File: config.mk
export PLATFORM = sky130hd
export DESIGN_NAME = i2c_master_ctrl
export DESIGN_NICKNAME = d
export VERILOG_FILES = /design/src/rtl/i2c_master_ctrl.sv
export SDC_FILE = /design/constraint.sdc
export NUM_CORES = 1
export LEC_CHECK = 0
export BUFFER_PORTS_ARGS = -buffer_cell sky130_fd_sc_hd__buf_2
export CAP_MARGIN = 20
export CORE_UTILIZATION = 55
export DETAILED_ROUTE_END_ITERATION = 8
export GPL_ROUTABILITY_DRIVEN = 0
export HOLD_SLACK_MARGIN = 0.02
export PLACE_DENSITY = 0.83
export REMOVE_ABC_BUFFERS = 1
export SYNTH_ARGS = -nofsm -noshare
export SYNTH_HDL_FRONTEND = slang
export SYNTH_SLANG_ARGS = --single-unit
export TNS_END_PERCENT = 30
File: constraint.sdc
create_clock -name clk -period 2.15 [get_ports clk]
set_clock_uncertainty 0.05 [all_clocks]
set_input_delay 0.1075 -clock clk [delete_from_list [all_inputs] [get_ports clk]]
set_output_delay 0.1075 -clock clk [all_outputs]
set_load 0.01 [all_outputs]
File: src/rtl/i2c_master_ctrl.sv
// Single-byte I2C master: START, {addr,rw}, one data byte, ACK/NACK, STOP on open-drain SCL/SDA.
// Optional clock stretching when I2C_MASTER_CLK_STRETCH_EN is defined (SCL_in ignored otherwise).
module i2c_master_ctrl #(
  parameter int CLK_DIV  = 4,
  parameter int IDLE_GAP = 2
) (
  input  logic       clk,
  input  logic       reset,
  input  logic       cmd_valid,
  output logic       cmd_ready,
  input  logic [6:0] cmd_addr,
  input  logic       cmd_rw,
  input  logic [7:0] cmd_wdata,
  output logic       rsp_valid,
  output logic       rsp_nack,
  output logic [7:0] rsp_rdata,
  output logic       busy,
  output logic       SCL,
  output logic       SDA_out_en,
  input  logic       SDA_in,
  input  logic       SCL_in,
  output logic [3:0] dbg_state
);

  localparam int QW = (CLK_DIV < 2) ? 1 : $clog2(CLK_DIV);
  localparam int GW = $clog2(IDLE_GAP + 2);

  typedef enum logic [3:0] {
    S_IDLE, S_START, S_ADDR, S_ADDR_ACK, S_WR_DATA,
    S_WR_ACK, S_RD_DATA, S_M_NACK, S_STOP, S_DONE
  } state_t;

  state_t        state, state_n;
  logic [QW-1:0] qcnt;
  logic [1:0]    q;
  logic [2:0]    bit_cnt;
  logic [7:0]    tx_sh;
  logic [7:0]    rx_sh;
  logic [7:0]    wdata_q;
  logic          rw_q;
  logic [GW-1:0] gap_cnt;
  logic          accept, freeze, q_end, bit_end, sample;

  // Handshake: a command transfers on any cycle where cmd_valid and cmd_ready are both high.
  assign cmd_ready = (state == S_IDLE) && (gap_cnt == '0);
  assign accept    = cmd_valid && cmd_ready;
  assign busy      = (state != S_IDLE);
  assign rsp_valid = (state == S_DONE);
  assign dbg_state = state;

`ifdef I2C_MASTER_CLK_STRETCH_EN
  // SCL is released in q2 of every state except START; a slave holding it low freezes the quarter.
  assign freeze = (q == 2'd2) && (state != S_IDLE) && (state != S_START) &&
                  (state != S_DONE) && !SCL_in;
`else
  logic unused_scl_in;
  assign unused_scl_in = SCL_in;
  assign freeze        = 1'b0;
`endif

  assign q_end   = (qcnt == QW'(CLK_DIV - 1)) && !freeze;
  assign bit_end = q_end && (q == 2'd3);
  assign sample  = q_end && (q == 2'd2);

  always_ff @(posedge clk) begin
    if (reset) state <= S_IDLE;
    else       state <= state_n;
  end

  always_comb begin
    state_n    = state;
    SCL        = 1'b1;
    SDA_out_en = 1'b1;
    case (state)
      S_IDLE: begin
        if (accept) state_n = S_START;
      end
      S_START: begin
        SCL        = ~q[1];
        SDA_out_en = 1'b0;
        if (bit_end) state_n = S_ADDR;
      end
      S_ADDR: begin
        SCL        = q[1];
        SDA_out_en = tx_sh[7];
        if (bit_end && bit_cnt == 3'd7) state_n = S_ADDR_ACK;
      end
      S_ADDR_ACK: begin
        SCL = q[1];
        if (bit_end) state_n = rsp_nack ? S_STOP : (rw_q ? S_RD_DATA : S_WR_DATA);
      end
      S_WR_DATA: begin
        SCL        = q[1];
        SDA_out_en = tx_sh[7];
        if (bit_end && bit_cnt == 3'd7) state_n = S_WR_ACK;
      end
      S_WR_ACK: begin
        SCL = q[1];
        if (bit_end) state_n = S_STOP;
      end
      S_RD_DATA: begin
        SCL = q[1];
        if (bit_end && bit_cnt == 3'd7) state_n = S_M_NACK;
      end
      S_M_NACK: begin
        SCL = q[1];
        if (bit_end) state_n = S_STOP;
      end
      S_STOP: begin
        SCL        = q[1];
        SDA_out_en = (q == 2'd3);
        if (bit_end) state_n = S_DONE;
      end
      S_DONE: begin
        state_n = S_IDLE;
      end
      default: state_n = S_IDLE;
    endcase
  end

  always_ff @(posedge clk) begin
    if (reset) begin
      qcnt      <= '0;
      q         <= 2'd0;
      bit_cnt   <= 3'd0;
      tx_sh     <= 8'h00;
      rx_sh     <= 8'h00;
      wdata_q   <= 8'h00;
      rw_q      <= 1'b0;
      gap_cnt   <= GW'(IDLE_GAP);
      rsp_nack  <= 1'b0;
      rsp_rdata <= 8'h00;
    end else if (state == S_IDLE) begin
      if (accept) begin
        qcnt     <= '0;
        q        <= 2'd0;
        bit_cnt  <= 3'd0;
        tx_sh    <= {cmd_addr, cmd_rw};
        wdata_q  <= cmd_wdata;
        rw_q     <= cmd_rw;
        rsp_nack <= 1'b0;
      end else if (q_end) begin
        // Idle gap is measured in whole quarter-periods of released bus.
        qcnt <= '0;
        if (gap_cnt != '0) gap_cnt <= gap_cnt - 1'b1;
      end else begin
        qcnt <= qcnt + 1'b1;
      end
    end else if (state == S_DONE) begin
      qcnt    <= '0;
      q       <= 2'd0;
      gap_cnt <= GW'(IDLE_GAP);
    end else begin
      if (q_end) begin
        qcnt <= '0;
        q    <= q + 2'd1;
      end else if (!freeze) begin
        qcnt <= qcnt + 1'b1;
      end
      if (sample) begin
        case (state)
          S_ADDR_ACK, S_WR_ACK: if (SDA_in) rsp_nack <= 1'b1;
          S_RD_DATA:            rx_sh <= {rx_sh[6:0], SDA_in};
          default: ;
        endcase
      end
      if (bit_end) begin
        case (state)
          S_ADDR, S_WR_DATA: begin
            tx_sh   <= {tx_sh[6:0], 1'b0};
            bit_cnt <= bit_cnt + 3'd1;
          end
          S_RD_DATA:  bit_cnt   <= bit_cnt + 3'd1;
          S_ADDR_ACK: tx_sh     <= wdata_q;
          S_M_NACK:   rsp_rdata <= rx_sh;
          default: ;
        endcase
      end
    end
  end

endmodule

==> results.txt <==
The flow ran to the end, and the final reports show no timing, DRC or antenna violations. The leftover overflow at the end of global routing came out at 0. The floorplan step defined a die boundary enclosing 0.00437 mm2. The top-level I/O count is 39.

The portion of the clock cycle consumed by the worst path in the final layout is 89.2%. The number of max-slew violations in the final report is 0. The number of buffers inserted by port buffering is 37. The maximum number of pins on one net before global-route repair came out at 18. The register-to-register path setup slack is roughly 0.23 ns. In this run, CTS created clock tree buffers numbering 5.

The layout cell share with drive strength beyond 1 came out at 22.2%. Dividing the detail-routed via count by the number of cells gives 5.61. At the later pin of the worst-skew pair, clock insertion delay measures roughly 0.30 ns.

The multi-input combinational cell area is between 0.001 and 0.0015 mm2. The synthesized design spends more area on one cell type than any other, namely dfxtp_1. The async set-reset flop share out of synthesis is 0%. Synthesis handed over a netlist of between 200 and 300 instances. In the final routed layout, each cell accounts on average for between 10 and 15 um. The headroom to the max-slew limit is 64.9%. IR analysis of the VDD net gives a maximum drop of 0.657 mV. The worst-case clock buffer depth is 2. The synthesis-to-layout area growth is 21.0%.

The worst setup path is launched from a flop. The share of power burned in registers came out at 45.1%. The global-route wire length before repair came out at approximately 8.5 mm. The effective utilization at floorplan is 59.5%. The mapped netlist covers ~0.0023 mm2. Among all cell types in the netlist, the one instantiated most often is dfxtp_1.

Counting every sink on the clock net gives 47. Setup repair after global routing left no endpoint under its margin. The synthesized netlist contains 52 unique library cells. Static timing analysis puts the maximum clock frequency at approximately 520 MHz. The transition time at the pin with the least slew margin is between 0.5 and 0.6 ns. The post-synthesis sequential element count came out at 47.

The path class of the tightest hold or removal check is primary input to flop. The power density over the cells came out at around 800 mW/mm2. The row count is 22. The number of levels in the clock H-tree is 2.

The number of synthesized flops with an enable pin came out at 0. The clock period minus worst slack came out at between 1.5 and 2 ns. The remaining routing DRC violations came out at 0. The clock-pin transition on the worst setup and hold timing paths came out at 0.08 ns. STA classifies the critical path endpoint as a flop.

Sorting the synthesized cells by area gives the leading types as dfxtp_1 (42%), mux2i_1 (11%), nand2_1 (5.5%). The synthesized design devotes to its leading area cell type 41.6% of total area. The register area came out at 943 um2. The maximum fanout count along the critical path came out at 7. Setup violations remaining at the end of the flow were counted as 0. Summed over all failing endpoints, the final setup total negative slack is 0 ns.

The tool flagged a number of max-cap violations equal to 0. The share of the yosys chip area belonging to registers is around two fifths. The total iterations of the first detailed-routing run came out at 4. The clock network burns 34.5% of the power.

The leakage power came out at between 1 and 1.5 nW. The number of global-route vias before repair is approximately 1900. The number of antenna violations at the first check in global routing is 0.

The critical path start-end classification is flop to flop. The net count of the finished layout is approximately 330. The end-of-flow core utilization is a little under three quarters. The sum of routed wire length over all layers came out at approximately 4.9 mm. The die height is ~66 um. The global-route usage over all layers is 25.3%. The number of inserted diodes came out at 0. The internal power of the cells totals between 0.0015 and 0.002 W. The most frequently used flop master after synthesis is dfxtp_1. Sorting the synthesized cells by how often they occur yields dfxtp_1 (47), nand2_1 (33), mux2i_1 (24), nor2_1 (24), a21oi_1 (22). The number of nets still failing antenna checks after routing came out at 0. The switching portion of total power is 27.4%. The count of endpoints failing hold in the final timing report is 0. Summing over every cut layer, the via total after detailed routing is about 2000.

The count of yosys warnings during synthesis came out at 0. The mean post-synth cell area is 8.93 um2. The share of power burned in combinational logic is 20.4%. The final HPWL from detailed placement is 3.39 mm. The cell at the root of the clock tree is clkbuf_8. For this design the total switching power over the nets is ~0.0006 W. The filler cell count in the final layout came out at roughly 300. The data required time of the worst path is between 2 and 2.5 ns. The number of buffers inserted by post-CTS setup repair is 0. The chip width is about 66 um. The clock tree from TritonCTS is yes. The arrival time at the worst endpoint came out at between 2 and 2.5 ns. The placeable core region is ~0.0038 mm2.

The detailed router finished its first iteration with ~150 violations.
-- power groups by stage --
stage / Combinational, W / Clock, W / Sequential [W]
2_1_floorplan: 0.000280 / 0 / 0.00100
6_report: 0.000449 / 0.000758 / 0.000991
3_3_place_gp: 0.000415 / 0 / 0.00101
3_5_place_dp: 0.000428 / 0 / 0.00101
5_1_grt: 0.000506 / 0.000804 / 0.00100
4_1_cts: 0.000446 / 0.000774 / 0.000990
-- cells in the final DEF (no fill, tap or decap), drive strengths merged, types with 3 or more instances in the layout --
cell         instances
a21oi               23
a22o                 7
and3                 3
buf                 48
clkbuf               5
dfxtp               47
dlygate4sd3          9
ha                   6
inv                  5
mux2i               24
nand2               34
nand2b               4
nor2                24
nor3                 5
nor4                 3
o21ai               15
-- path summary, 6_finish.rpt --
check,from,end,cells after the start
max reg2reg,q[1]$_SDFFE_PP0P_,tx_sh[4]$_SDFFE_PP0P_,5
max,q[1]$_SDFFE_PP0P_,tx_sh[4]$_SDFFE_PP0P_,5
min reg2reg,qcnt[0]$_SDFF_PP0_,qcnt[0]$_SDFF_PP0_,1
min,SDA_in,rx_sh[0]$_SDFFE_PP0P_,3
-- sequential cells by signal (all words and copies together) (netlist names) --
| register | flops |
|---|---|
| qcnt | 2 |
| bit_cnt | 3 |
| rx_sh | 8 |
| q | 2 |
| rsp_rdata | 8 |
| wdata_q | 8 |
| dbg_state | 4 |
| tx_sh | 8 |
| rsp_nack | 1 |
| rw_q | 1 |
| gap_cnt | 2 |
-- worst max-delay path: stages (launching register included) --
cell and delay, ns:
dfxtp_1 0.39, ha_1 0.27, a21boi_1 0.09, o32ai_1 0.46, and3b_1 0.41, a22o_1 0.19
-- through the flow --
step | std cells | setup WS (ns) | area [um2] | power [W] | hold WS [ns]
after floorplan | 237 | 0.170 | 2180 | 0.00128 | 0.127
after global placement | 333 | 0.326 | 2500 | 0.00142 | 0.297
after detailed placement | 333 | 0.249 | 2500 | 0.00144 | 0.304
after CTS | 350 | 0.130 | 2730 | 0.00221 | 0.0255
after global routing | 350 | 0.0782 | 2730 | 0.00231 | 0.0512
final | 350 | 0.231 | 2730 | 0.00220 | 0.0351
-- layout make-up --
type                       instances  area share, %
inverter                           5          0.686
timing repair buffer              57           13.1
clock buffer                       5           2.52
clock inverter                     3           2.47
tap                               48           2.20
sequential                        47           34.5
multi-input combinational        185           44.5
-- kinds of logic (layout without fill, tap and decap cells) --
logic type | Yosys count | in the layout | synth area share [%]
buf+inv | 21 | 70 | 4.54
flops | 47 | 47 | 41.6
xor+xnor | 2 | 2 | 0.775
fa+ha+maj | 6 | 6 | 3.32
mux | 24 | 24 | 10.6
compound gates | 61 | 61 | 16.9
simple gates | 92 | 92 | 22.2
-- metal layers --
layer / vias up / GRT usage, % / share of wire, %
met1: 911 / 33.2 / 46
met3: 7 / 4.14 / 5.3
met2: 56 / 42.7 / 47
li1: 988 / - / -
met4: 0 / 7.18 / 1.2
met5: - / 0 / 0
-- repair_timing --
item / 4_1_cts / 5_1_grt
gates resized for setup: 0 / 3
hold buffers: 9 / 0
endpoints found under the hold margin: 9 / 0
setup endpoints to repair: 0 / 7
Note: power is estimated with default switching activity, not from simulation.
